`config.mk`:
```
export PLATFORM = sky130hd
export DESIGN_NAME = cdma_tx_scheduler
export DESIGN_NICKNAME = d
export VERILOG_FILES = /design/src/rtl/cdma_pkg.sv /design/src/rtl/cdma_chip_counter.sv /design/src/rtl/cdma_tx_scheduler.sv
export SDC_FILE = /design/constraint.sdc
export NUM_CORES = 1
export LEC_CHECK = 0
export BUFFER_PORTS_ARGS = -buffer_cell sky130_fd_sc_hd__buf_4
export CELL_PAD_IN_SITES_DETAIL_PLACEMENT = 1
export CELL_PAD_IN_SITES_GLOBAL_PLACEMENT = 2
export CORE_MARGIN = 1.5
export CORE_UTILIZATION = 36
export CTS_CLUSTER_DIAMETER = 100
export DETAILED_ROUTE_END_ITERATION = 10
export PLACE_DENSITY = 0.9
export SLEW_MARGIN = 20
export SYNTH_ARGS = -nofsm -noshare
export SYNTH_HDL_FRONTEND = slang
export SYNTH_SLANG_ARGS = --single-unit
```
`constraint.sdc`:
```
create_clock -name clk -period 4.6 [get_ports clk]
set_clock_uncertainty 0.1 [all_clocks]
set_input_delay 1.38 -clock clk [delete_from_list [all_inputs] [get_ports clk]]
set_output_delay 1.38 -clock clk [all_outputs]
set_load 0.05 [all_outputs]
```
`src/rtl/cdma_pkg.sv`:
```
// Shared defaults and FSM state encoding for the 4-user CDMA transmit scheduler.
package cdma_pkg;
  localparam int N_USERS_DEF       = 4;
  localparam int DATA_W_DEF        = 4;
  localparam int CHIPS_PER_BIT_DEF = 4;
  localparam int TIMEOUT_DEF       = 16;

  typedef enum logic [1:0] {
    ST_IDLE   = 2'd0,
    ST_GATHER = 2'd1,
    ST_LOAD   = 2'd2,
    ST_SPREAD = 2'd3
  } state_t;
endpackage

```
`src/rtl/cdma_chip_counter.sv`:
```
// Nested chip/bit counter that walks one frame of DATA_W bits x CHIPS_PER_BIT chips.
module cdma_chip_counter
  import cdma_pkg::*;
#(
  parameter int DATA_W        = DATA_W_DEF,
  parameter int CHIPS_PER_BIT = CHIPS_PER_BIT_DEF,
  localparam int BW = $clog2(DATA_W),
  localparam int CW = $clog2(CHIPS_PER_BIT)
) (
  input  logic          clk,
  input  logic          rst,
  input  logic          i_clr,
  input  logic          i_en,
  output logic [BW-1:0] o_bit_idx,
  output logic [CW-1:0] o_chip_idx,
  output logic          o_last
);

  logic [BW-1:0] r_bit;
  logic [CW-1:0] r_chip;
  logic          w_chip_wrap;
  logic          w_bit_wrap;

  assign w_chip_wrap = (r_chip == CW'(CHIPS_PER_BIT - 1));
  assign w_bit_wrap  = (r_bit == BW'(DATA_W - 1));

  always_ff @(posedge clk or negedge rst) begin
    if (!rst) begin
      r_bit  <= '0;
      r_chip <= '0;
    end else if (i_clr) begin
      r_bit  <= '0;
      r_chip <= '0;
    end else if (i_en) begin
      if (w_chip_wrap) begin
        r_chip <= '0;
        r_bit  <= w_bit_wrap ? '0 : r_bit + BW'(1);
      end else begin
        r_chip <= r_chip + CW'(1);
      end
    end
  end

  assign o_bit_idx  = r_bit;
  assign o_chip_idx = r_chip;
  assign o_last     = w_chip_wrap & w_bit_wrap;

endmodule

```
`src/rtl/cdma_tx_scheduler.sv`:
```
// Frame scheduler: per-user holding slots, frame alignment FSM with partial-frame timeout,
// and load/spread sequencing for the PISO/spreader datapath.
module cdma_tx_scheduler
  import cdma_pkg::*;
#(
  parameter int N_USERS       = N_USERS_DEF,
  parameter int DATA_W        = DATA_W_DEF,
  parameter int CHIPS_PER_BIT = CHIPS_PER_BIT_DEF,
  parameter int TIMEOUT       = TIMEOUT_DEF
) (
  input  logic                               clk,
  input  logic                               rst,
  input  logic [N_USERS-1:0]                 user_en,
  input  logic [N_USERS-1:0]                 usr_valid,
  input  logic [N_USERS*DATA_W-1:0]          usr_data,
  output logic [N_USERS-1:0]                 usr_ready,
  output logic                               tx_load,
  output logic [N_USERS*DATA_W-1:0]          tx_data,
  output logic [N_USERS-1:0]                 tx_mask,
  output logic [$clog2(DATA_W)-1:0]          bit_idx,
  output logic [$clog2(CHIPS_PER_BIT)-1:0]   chip_idx,
  output logic                               chip_valid,
  output logic                               frame_done,
  output logic                               busy
);

  localparam int TW = $clog2(TIMEOUT + 1);

  state_t                      r_state;
  logic [TW-1:0]               r_timer;
  logic [N_USERS-1:0]          r_full;
  logic [DATA_W-1:0]           r_slot [N_USERS];
  logic                        r_tx_load;
  logic [N_USERS*DATA_W-1:0]   r_tx_data;
  logic [N_USERS-1:0]          r_tx_mask;

  logic [N_USERS-1:0]          w_want;
  logic [N_USERS-1:0]          w_ready;
  logic [N_USERS*DATA_W-1:0]   w_slot_flat;
  logic                        w_all;
  logic                        w_timeout;
  logic                        w_go_load;
  logic                        w_last;
  logic                        w_spread;

  assign w_want    = r_full & user_en;
  assign w_ready   = ~r_full & user_en & {N_USERS{r_state != ST_LOAD}};
  assign w_all     = (w_want == user_en);
  assign w_timeout = (r_timer == TW'(TIMEOUT - 1));
  assign w_spread  = (r_state == ST_SPREAD);
  assign w_go_load = ((r_state == ST_IDLE) && w_all && (|user_en)) ||
                     ((r_state == ST_GATHER) && (w_all || w_timeout));

  // Slots being framed are released on the edge that enters LOAD; they cannot accept
  // at that edge because they are full, so there is no clear/accept collision.
  for (genvar gi = 0; gi < N_USERS; gi++) begin : g_slot
    always_ff @(posedge clk or negedge rst) begin
      if (!rst) begin
        r_full[gi] <= 1'b0;
        r_slot[gi] <= '0;
      end else if (w_go_load && w_want[gi]) begin
        r_full[gi] <= 1'b0;
      end else if (usr_valid[gi] && w_ready[gi]) begin
        r_full[gi] <= 1'b1;
        r_slot[gi] <= usr_data[gi*DATA_W +: DATA_W];
      end
    end
    assign w_slot_flat[gi*DATA_W +: DATA_W] = r_slot[gi];
  end

  always_ff @(posedge clk or negedge rst) begin
    if (!rst) begin
      r_state   <= ST_IDLE;
      r_timer   <= '0;
      r_tx_load <= 1'b0;
      r_tx_data <= '0;
      r_tx_mask <= '0;
    end else begin
      r_tx_load <= 1'b0;
      if (w_go_load) begin
        r_state   <= ST_LOAD;
        r_tx_load <= 1'b1;
        r_tx_data <= w_slot_flat;
        r_tx_mask <= w_want;
      end else begin
        case (r_state)
          ST_IDLE: begin
            if (|w_want) begin
              r_state <= ST_GATHER;
              r_timer <= '0;
            end
          end
          ST_GATHER: begin
            r_timer <= r_timer + TW'(1);
            if (w_want == '0) r_state <= ST_IDLE;
          end
          ST_LOAD: r_state <= ST_SPREAD;
          ST_SPREAD: begin
            if (w_last) begin
              r_state <= (|w_want) ? ST_GATHER : ST_IDLE;
              r_timer <= '0;
            end
          end
          default: r_state <= ST_IDLE;
        endcase
      end
    end
  end

  cdma_chip_counter #(
    .DATA_W        (DATA_W),
    .CHIPS_PER_BIT (CHIPS_PER_BIT)
  ) u_chip_counter (
    .clk        (clk),
    .rst        (rst),
    .i_clr      (r_state == ST_LOAD),
    .i_en       (w_spread),
    .o_bit_idx  (bit_idx),
    .o_chip_idx (chip_idx),
    .o_last     (w_last)
  );

  assign usr_ready  = w_ready;
  assign tx_load    = r_tx_load;
  assign tx_data    = r_tx_data;
  assign tx_mask    = r_tx_mask;
  assign chip_valid = w_spread;
  assign frame_done = w_spread & w_last;
  assign busy       = (r_state != ST_IDLE);

endmodule

```
==> metrics.cfg, run 1 <==
[drt]
via_per_inst=4.97
drt_pre_antenna_iters=4
antenna_left=0
drc=0
dr_total_vias=1579
drtIter0Drc=50
routedWlPerCell_um=14.8
route.final.wire_length_um=4720

[yosys]
synth_adder_area_share_pct=2.24
synth_sequential_area_ratio_pct=58.1
synth_xor_xnor_area_share_pct=0
cell_variety_after_synth=34
synthSimpleGateAreaFrac_pct=12.2
synth-seq-cells=52
synthesized_area_divided_by_synthesized_cell_count_um2=12.3
synthesis.yosys.warnings=0
syn-num-nets=212
synth_top_family_by_area=multiplexers
synthesis.instances=182
synth_mux_area_share_pct=16.6
synth_compound_gate_area_share_pct=8.38
mappedNetlistArea_um2=2240

[clocking]
cts-hold-fix-buffers=0
cts_post_setup_buffers_inserted=0
cts_resized=0
cts.sink_count=52
insertion_delay_ns=0.31
cts_inserted_buffers=5
worst_setup_hold_path_clk_slew_ns=0.10
ctsRootBufferMaster=sky130_fd_sc_hd__clkbuf_8
htree_levels=2
cts_tree=yes
clockBufferDepth=2

[timing]
maxClockFrequency_ghz=0.284
final.setup.tns_ns=0
final_hold_viol_count=0
layout_setup_ws_ns=1.07
whs_ns=0.390
slew_viols_final=0
tightestPinTransition_ns=0.815
maxSlewHeadroom_pct=45.7
count_of_final_setup_violators=0
final.min_clock_period_ns=3.53
rsz0062_at_grt=false
fin_crit_sh_pct=76.7

[flow_run]
count_of_maximum_capacitance_violations=0

[floorplanning]
placeableCoreArea_um2=5960
die_area_um2=6700
die_h_um=81.9
initial_core_util_pct=37.6
floorplan.rows=28
die-width_um=81.9
io_pins=58

[grt]
grt_use_met3_pct=4.33
grt_pass1_wl_um=8090
globalRouteOverflowTotal=0
grt_util_met2_pct=26.3
gr-usage-all-layers_pct=16.1
antenna_violations_before_repair=0
pin_count_of_the_biggest_net_entering_global_routing=53
met1_usage_pct=20.3
grt_busiest_layer=met2
number_of_global_route_vias_before_repair=1675

[outcome]
run_status=complete, no violations

[place]
routabilityCongestion=0.747
dp_worst_setup_slack_ns=1.09
post_dp_cell_area_um2=2730
port_buffers=57
detailedPlacementHpwl_um=3480

[critical_path]
crit_path_max_fanout=4
worstSetupEndpointType=primary output
worstPathArrival_ns=2.05
critPathLaunchType=input pin
critical_path_required_ns=3.12
path_type_of_the_worst_setup_path=in -> out

[cells_and_area]
final_net_count=272
leading_cell_type_in_the_layout_fill_and_taps_excluded=sky130_fd_sc_hd__buf_4
fillerInstances=653
layout-area-overhead-vs-synth_pct=25.9
drive_above_1_share_pct=37.0
postLayoutCellArea_um2=2820
most-common-layout-cells=sky130_fd_sc_hd__buf_4 (57), sky130_fd_sc_hd__dfrtp_1 (52), sky130_fd_sc_hd__mux2_2 (23)
n_antenna_cell=0

[power]
p_per_area_nw_per_um2=732
peak_supply_drop_mv=0.366
p_leak_nw=1.39

[min_path]
hold_path_class=reg -> reg

-- synth_stat cells, drive strengths merged --
master	n	area (um2)
nor4b	1	8.76
a21o	4	30.0
and3	1	6.26
o21bai	1	7.51
nor2	14	52.6
nand2b	6	37.5
a31oi	2	12.5
a21oi	2	10.0
nand2	20	75.1
nand3	5	25.0
and4	2	20.0
nor4	1	12.5
a211o	1	8.76
nand4	1	6.26
nor3b	1	7.51
o21a	1	7.51
a22oi	1	21.3
dfrtp	52	1300
mux2	33	372
clkbuf	1	3.75
nor2b	1	6.26
buf	3	23.8
a41o	1	10.0
inv	7	26.3
nor3	2	10.0
and2	1	6.26
o41ai	1	8.76
a22o	3	26.3
ha	4	50.1
o21ai	9	45.0
-- state kept, by name, indices dropped and copies added, names as in the netlist --
name	count
r_full	4
u_chip_counter.o_bit_idx	2
r_state	2
r_timer	5
r_slot	16
tx_data	16
tx_mask	4
u_chip_counter.o_chip_idx	2
tx_load	1
-- final cells by class --
class | count | area [um2] | area share (%)
Multi-Input combinational cell | 119 | 883 | 31.3
Clock buffer | 6 | 72.6 | 2.57
Inverter | 7 | 26.3 | 0.932
Sequential cell | 52 | 1300 | 46.2
Clock inverter | 2 | 13.8 | 0.488
Tap cell | 75 | 93.8 | 3.33
Timing Repair Buffer | 57 | 428 | 15.2
-- where the power goes --
group	internal, mW	switching, mW	leakage (nW)
registers	0.663	0.126	0.629
logic	0.376	0.635	0.719
clock network	0.109	0.156	0.0456
total	1.15	0.916	1.39
-- routing by layer --
layer  routed length (um)  vias up
li1                     -      756
met1                 2240      775
met2                 2150       40
met3                  251        8
met4                   75        0
met5                    0        -
-- critical path, stage by stage --
cell and delay [ns]:
sky130_fd_sc_hd__buf_4 0.10, sky130_fd_sc_hd__nand2b_1 0.10, sky130_fd_sc_hd__nor2_1 0.22, sky130_fd_sc_hd__buf_4 0.24
-- logic make-up after synthesis --
group / Yosys count
multiplexers: 33
AND/OR/NAND/NOR: 56
adder cells (fa/ha/maj): 4
AO/OA/AOI/OAI: 26
buffers and inverters: 11
flip-flops: 52
-- metrics by stage --
stage / util, % / std cells / total power, mW
6_report: 47.3 / 318 / 2.06
5_1_grt: 47.3 / 318 / 2.20
4_1_cts: 47.3 / 318 / 2.09
3_5_place_dp: 45.9 / 310 / 1.82
3_3_place_gp: 45.9 / 310 / 1.79
2_1_floorplan: - / 182 / 1.51
-- path summary, 6_finish.rpt --
path                                  from            to  slack, ns  cells after the start
worst max-delay path            user_en[1]  usr_ready[1]       1.07                      4
min in group asynchronous              rst    tx_data[0]       0.97                      1
max in group asynchronous              rst     r_full[2]       2.97                      1
worst max register to register  r_timer[0]    tx_data[4]       1.99                      6
worst min register to register  tx_mask[2]    tx_mask[2]       0.39                      2
worst min-delay path            tx_mask[2]    tx_mask[2]       0.39                      2
Note: power is estimated with default switching activity, not from simulation.
==> run 2, diff against run 1 <==
- ABC_AREA: default -> 1
- CORE_UTILIZATION: 36 -> 27
- PLACE_DENSITY: 0.9 -> 0.81
- clock period: 4.6 -> 3.2 ns (I/O delays scaled with it)
==> metrics.cfg, run 2 <==
[drt]
route.final.wire_length_um=5410  ; +15%
antenna_left=0  ; unchanged
drt_pre_antenna_iters=4  ; unchanged
drtIter0Drc=51  ; +2.0%
dr_total_vias=1908  ; +21%
drc=0  ; unchanged
routedWlPerCell_um=12.5  ; -16%
via_per_inst=4.40  ; -11%

[power]
peak_supply_drop_mv=0.317  ; -13%
p_per_area_nw_per_um2=1090  ; +50%
p_leak_nw=1.57  ; +13%

[yosys]
yosys.cell_count.top_type=sky130_fd_sc_hd__nand2_1
synth_top_area_cell=sky130_fd_sc_hd__dfrtp_1
synth_top_area_share_pct=56.6  ; -1.5 points
synth-seq-cells=52  ; unchanged
synthArstFlopShare_pct=100  ; unchanged
synthesis.instances=268  ; +47%
synthesis.yosys.warnings=0  ; unchanged
synthesized_area_divided_by_synthesized_cell_count_um2=8.58  ; -30%
mappedNetlistArea_um2=2300  ; +2.7%
syn-num-nets=298  ; +41%
synthFlopType=sky130_fd_sc_hd__dfrtp_1
cell_variety_after_synth=23  ; -32%
synth_sequential_area_ratio_pct=56.6  ; -1.5 points
edff_count_synth=0  ; unchanged
synth_commonest_cells=sky130_fd_sc_hd__nand2_1 (88), sky130_fd_sc_hd__dfrtp_1 (52), sky130_fd_sc_hd__inv_1 (39)
synth_top_cells_by_area=sky130_fd_sc_hd__dfrtp_1 (57%), sky130_fd_sc_hd__nand2_1 (14%), sky130_fd_sc_hd__inv_1 (6.4%), sky130_fd_sc_hd__o21ai_0 (4.6%), sky130_fd_sc_hd__o21ai_1 (2.8%)

[outcome]
run_status=complete, no violations

[clocking]
cts_tree=yes
cts.sink_count=52  ; unchanged
cts-hold-fix-buffers=0  ; unchanged
cts_post_setup_buffers_inserted=0  ; unchanged
insertion_delay_ns=0.30  ; about the same
ctsRootBufferMaster=sky130_fd_sc_hd__clkbuf_8
cts_inserted_buffers=5  ; unchanged
worst_setup_hold_path_clk_slew_ns=0.09  ; about the same
htree_levels=2  ; unchanged
clockBufferDepth=2  ; unchanged
cts_resized=0  ; unchanged

[timing]
whs_ns=0.379  ; -0.0114 ns
final_hold_viol_count=0  ; unchanged
tightestPinTransition_ns=0.664  ; -0.151 ns
rsz0062_at_grt=false
final.min_clock_period_ns=2.60
maxClockFrequency_ghz=0.385
slew_viols_final=0  ; unchanged
fin_crit_sh_pct=81.2
maxSlewHeadroom_pct=55.8  ; +10 points
count_of_final_setup_violators=0  ; unchanged
final.setup.tns_ns=0  ; unchanged

[critical_path]
worstPathArrival_ns=1.54  ; -0.51 ns
critPathLaunchType=input pin
crit_path_max_incr_delay_ns=0.23  ; about the same
critical_path.cell_chain=buf_4 > nand2_1 > nor2_1 > buf_4
cp_num_buf_inv=2  ; unchanged
crit_family=buffers and inverters
r2r-end=r_timer[2]
count_of_cells_along_the_worst_register_to_register_path=10  ; +4
critical_path_required_ns=2.14  ; -0.98 ns
crit_path_max_fanout=4  ; unchanged
critical_path.reg2reg.startpoint=r_timer[0]
worstSetupEndpointType=primary output
path_type_of_the_worst_setup_path=in -> out
cpMostUsedCell=sky130_fd_sc_hd__buf_4
r2r_setup_slack_ns=1.06  ; -0.93 ns
crit_slowest_cell=sky130_fd_sc_hd__buf_4

[place]
post_dp_cell_area_um2=2830  ; +3.5%
port_buffers=57  ; unchanged
routabilityCongestion=0.707  ; -5.4%
placed_cells_incl_taps=426  ; +37%
detailedPlacementHpwl_um=4020  ; +15%

[cells_and_area]
final_net_count=358  ; +32%
drive_above_1_share_pct=23.4  ; -14 points
postLayoutCellArea_um2=2940  ; +4.3%
fillerInstances=997  ; +53%
n_antenna_cell=0  ; unchanged
layout-area-overhead-vs-synth_pct=27.9
multiInputGateArea_um2=811  ; -8.2%
area.sequential_um2=1300  ; unchanged
stdcell_count=434  ; +36%
leading_cell_type_in_the_layout_fill_and_taps_excluded=sky130_fd_sc_hd__nand2_1
most-common-layout-cells=sky130_fd_sc_hd__nand2_1 (88), sky130_fd_sc_hd__buf_4 (57), sky130_fd_sc_hd__dfrtp_1 (52)

[grt]
number_of_global_route_vias_before_repair=2004  ; +20%
globalRouteOverflowTotal=0  ; unchanged
antenna_violations_before_repair=0  ; unchanged
pin_count_of_the_biggest_net_entering_global_routing=53  ; unchanged
grt_pass1_wl_um=9470  ; +17%
gr-usage-all-layers_pct=13.4  ; -2.7 points

[floorplanning]
floorplan.rows=33  ; +18%
die_h_um=95.3  ; +16%
placeableCoreArea_um2=8220  ; +38%
die_area_um2=9080  ; +35%
io_pins=58  ; unchanged
initial_core_util_pct=28.0  ; -9.6 points
die-width_um=95.3  ; +16%

[min_path]
hold_path_end=r_timer[4]
timing.hold.worst.start=r_timer[4]
whs_path_depth=2  ; unchanged
hold_path_class=reg -> reg

[flow_run]
count_of_maximum_capacitance_violations=0  ; unchanged

run 2: cell types whose count changed after synthesis, moves of 10 or more:
cell                      previous run  this run
sky130_fd_sc_hd__o21ai_1             0        13
sky130_fd_sc_hd__inv_1               7        39
sky130_fd_sc_hd__nand2_1            20        88
sky130_fd_sc_hd__mux2_2             23         0
sky130_fd_sc_hd__mux2_1             10         0
sky130_fd_sc_hd__o21ai_0             9        21
run 2: layout make-up:
| class | count | area share (%) |
|---|---|---|
| tap | 105 | 4.47 |
| timing repair buffer | 57 | 14.6 |
| multi-input combinational | 170 | 27.6 |
| clock buffer | 5 | 2.34 |
| clock inverter | 3 | 1.45 |
| sequential | 52 | 44.3 |
| inverter | 42 | 5.36 |
run 2: how the worst max path moves through the flow:
stage,start,to,slack (ns),cells after the start
3_3_place_gp,user_en[1],usr_ready[1],0.60,4
5_1_grt,r_state[1],usr_ready[3],0.51,4
2_1_floorplan,u_chip_counter.o_chip_idx[0],frame_done,0.08,3
3_5_place_dp,user_en[0],usr_ready[0],0.60,4
4_1_cts,user_en[0],usr_ready[0],0.60,4
6_report,user_en[3],usr_ready[3],0.60,4
run 2: stage by stage:
stage	util (%)	setup WS [ns]	power, mW
global route	35.8	0.513	3.48
detailed placement	34.4	0.597	2.81
global placement	34.4	0.599	2.77
CTS	35.8	0.595	3.28
finish	35.8	0.603	3.22
floorplan	-	0.0847	2.31
run 2: cell families (layout without fill, tap and decap cells):
logic type                 count (synthesis)  count (layout)  share of synthesized area, %
AOI/OAI and AO/OA                         42              42                          9.96
adders and majority gates                  4               4                          2.18
and+or+nand+nor                          123             123                          22.8
xor gates and xnor gates                   1               1                         0.381
DFF                                       52              52                          56.6
buffers and inverters                     46             107                          8.11
run 2: report_power, final:
part           total (mW)  internal [mW]  switching (mW)
Combinational        1.67          0.478            1.19
Sequential           1.10          0.939           0.161
Clock               0.451          0.232           0.220
run 2: worst reg2reg max path, cell delays in order (launching register included):
cell and delay, ns:
sky130_fd_sc_hd__dfrtp_1 0.42, sky130_fd_sc_hd__ha_1 0.23, sky130_fd_sc_hd__nand2_1 0.08, sky130_fd_sc_hd__nor2_1 0.05
sky130_fd_sc_hd__ha_1 0.16, sky130_fd_sc_hd__inv_1 0.09, sky130_fd_sc_hd__o21ai_4 0.10, sky130_fd_sc_hd__nand2_4 0.38
sky130_fd_sc_hd__nand3_1 0.27, sky130_fd_sc_hd__nand2_1 0.11, sky130_fd_sc_hd__nand2_1 0.06
run 2: per-layer routing:
layer / GRT usage, % / share of wire (%) / vias up
met2: 20.9 / 44 / 40
met5: 0 / 0 / -
met1: 17.9 / 48 / 910
li1: - / - / 954
met3: 4.47 / 7.0 / 4
met4: 3.36 / 0.92 / 0
==> run 3, diff against run 2 <==
- CORE_UTILIZATION: 27 -> 30
- PLACE_DENSITY: 0.81 -> 0.84
- clock period: 3.2 -> 2.4 ns (I/O delays scaled with it)
==> metrics.cfg, run 3 (same netlist as run 2, synthesis figures left out) <==
[drt]
drtIter0Drc=70  ; +37%
routedWlPerCell_um=13.0  ; +4.4%
dr_total_vias=1947  ; +2.0%
route.final.wire_length_um=5600  ; +3.5%
drt_pre_antenna_iters=4  ; unchanged
drc=0  ; unchanged
antenna_left=0  ; unchanged
via_per_inst=4.53  ; +3.0%

[flow_run]
count_of_maximum_capacitance_violations=0  ; unchanged

[timing]
tightestPinTransition_ns=0.653  ; -0.0111 ns
layout_setup_ws_ns=0.151  ; -0.451 ns
count_of_final_setup_violators=0  ; unchanged
maxSlewHeadroom_pct=56.5  ; +0.74 points
final_hold_viol_count=0  ; unchanged
final.min_clock_period_ns=2.25
rsz0062_at_grt=false
fin_crit_sh_pct=93.7
maxClockFrequency_ghz=0.445
final.setup.tns_ns=0  ; unchanged
slew_viols_final=0  ; unchanged

[clocking]
clockBufferDepth=2  ; unchanged
cts_post_setup_buffers_inserted=0  ; unchanged
cts_tree=yes
worst_setup_hold_path_clk_slew_ns=0.10  ; about the same
ctsRootBufferMaster=sky130_fd_sc_hd__clkbuf_8
htree_levels=2  ; unchanged
cts.sink_count=52  ; unchanged
insertion_delay_ns=0.31  ; about the same
cts_inserted_buffers=5  ; unchanged

[critical_path]
path_type_of_the_worst_setup_path=reg -> out
worstSetupEndpointType=primary output
worstPathArrival_ns=1.43  ; -0.11 ns
crit_family=flip-flops
cp_num_buf_inv=2  ; unchanged
critical_path.cell_chain=inv_1 > nor2_2 > nor2_1 > buf_4
critPathLaunchType=register
crit_path_max_fanout=5  ; +1
critical_path_required_ns=1.58  ; -0.56 ns
crit_path_max_incr_delay_ns=0.41  ; +0.18 ns
crit_slowest_cell=sky130_fd_sc_hd__dfrtp_1

[place]
post_dp_cell_area_um2=2860  ; +1.1%
placed_cells_incl_taps=422  ; -0.94%
port_buffers=57  ; unchanged
dp_worst_setup_slack_ns=0.271  ; -0.326 ns
detailedPlacementHpwl_um=4180  ; +4.2%
routabilityCongestion=0.723  ; +2.2%

[grt]
pin_count_of_the_biggest_net_entering_global_routing=53  ; unchanged
globalRouteOverflowTotal=0  ; unchanged
antenna_violations_before_repair=0  ; unchanged
number_of_global_route_vias_before_repair=2097  ; +4.6%
gr-usage-all-layers_pct=14.9  ; +1.5 points
grt_pass1_wl_um=9830  ; +3.8%

[floorplanning]
die_area_um2=8200  ; -9.7%
io_pins=58  ; unchanged
initial_core_util_pct=31.4  ; +3.4 points
floorplan.rows=31  ; -6.1%
die_h_um=90.5  ; -5.0%
die-width_um=90.5  ; -5.0%
placeableCoreArea_um2=7330  ; -11%

[cells_and_area]
drive_above_1_share_pct=24.2  ; +0.76 points
postLayoutCellArea_um2=2970  ; +1.1%
leading_cell_type_in_the_layout_fill_and_taps_excluded=sky130_fd_sc_hd__nand2_1
n_antenna_cell=0  ; unchanged
most-common-layout-cells=sky130_fd_sc_hd__nand2_1 (88), sky130_fd_sc_hd__buf_4 (58), sky130_fd_sc_hd__dfrtp_1 (52)
layout-area-overhead-vs-synth_pct=29.4
stdcell_count=430  ; -0.92%
final_net_count=360  ; +0.56%

[outcome]
run_status=complete, no violations

[min_path]
hold_path_class=in -> async

[power]
peak_supply_drop_mv=0.551  ; +74%
p_per_area_nw_per_um2=1480  ; +35%
p_leak_nw=1.60  ; +1.8%

run 3: changes by cell type in the layout (fill, tap and decap cells not counted), sizes merged:
| cell | previous run | this run |
|---|---|---|
| buf | 57 | 59 |
| clkbuf | 5 | 6 |
| clkinv | 1 | 0 |
| clkinvlp | 1 | 0 |
| inv | 42 | 43 |
run 3: what timing repair did:
item / in CTS / in global routing
resized for setup: 1 / 0
endpoints found under the setup margin: 2 / 0
hold buffers: 0 / 0
run 3: path summary, 6_finish.rpt:
| check | start | end | slack (ns) | cells past startpoint |
|---|---|---|---|---|
| min | rst | r_slot[11] | 0.33 | 1 |
| min reg2reg | r_timer[4] | r_timer[4] | 0.38 | 2 |
| max in group asynchronous | rst | r_timer[0] | 1.43 | 1 |
| min in group clk | r_timer[4] | r_timer[4] | 0.38 | 2 |
| max | r_state[1] | usr_ready[3] | 0.15 | 4 |
| max reg2reg | r_timer[0] | tx_data[3] | 0.52 | 11 |
run 3: routing by layer:
metal,track usage [%],vias to the layer above,routed length (um)
met5,0,-,0
met4,3.57,0,44
met3,5.39,4,407
met2,24.5,43,2590
met1,18.6,936,2550
li1,-,964,-
run 3: worst register-to-register path, cell delays in order, from the launching register on:
cell and delay [ns]:
sky130_fd_sc_hd__dfrtp_1 0.42, sky130_fd_sc_hd__ha_1 0.23, sky130_fd_sc_hd__nand2_1 0.07, sky130_fd_sc_hd__nor2_1 0.05
sky130_fd_sc_hd__ha_1 0.17, sky130_fd_sc_hd__inv_1 0.09, sky130_fd_sc_hd__o21ai_4 0.10, sky130_fd_sc_hd__nand2_4 0.16
sky130_fd_sc_hd__buf_4 0.22, sky130_fd_sc_hd__inv_2 0.08, sky130_fd_sc_hd__nand2_1 0.06, sky130_fd_sc_hd__nand2_1 0.05
run 3: cell type report:
cell class	count	area (um2)
Clock buffer	6	72.6
Tap cell	99	124
Clock inverter	2	38.8
Inverter	42	158
Fill cell	884	4360
Multi-Input combinational cell	170	825
Sequential cell	52	1300
Timing Repair Buffer	59	455
run 3: stage by stage:
step / hold WS, ns / power [mW] / util, %
3_3_place_gp: 0.358 / 3.75 / 39.0
3_5_place_dp: 0.361 / 3.82 / 39.0
6_report: 0.329 / 4.40 / 40.6
5_1_grt: 0.381 / 4.74 / 40.6
4_1_cts: 0.369 / 4.46 / 40.6
2_1_floorplan: 0.324 / 3.09 / -
run 3: power breakdown:
part	switching (mW)	internal, mW	leakage [nW]	total (mW)
combinational	1.62	0.680	0.894	2.30
clock	0.306	0.316	0.0558	0.622
sequential	0.221	1.25	0.653	1.47
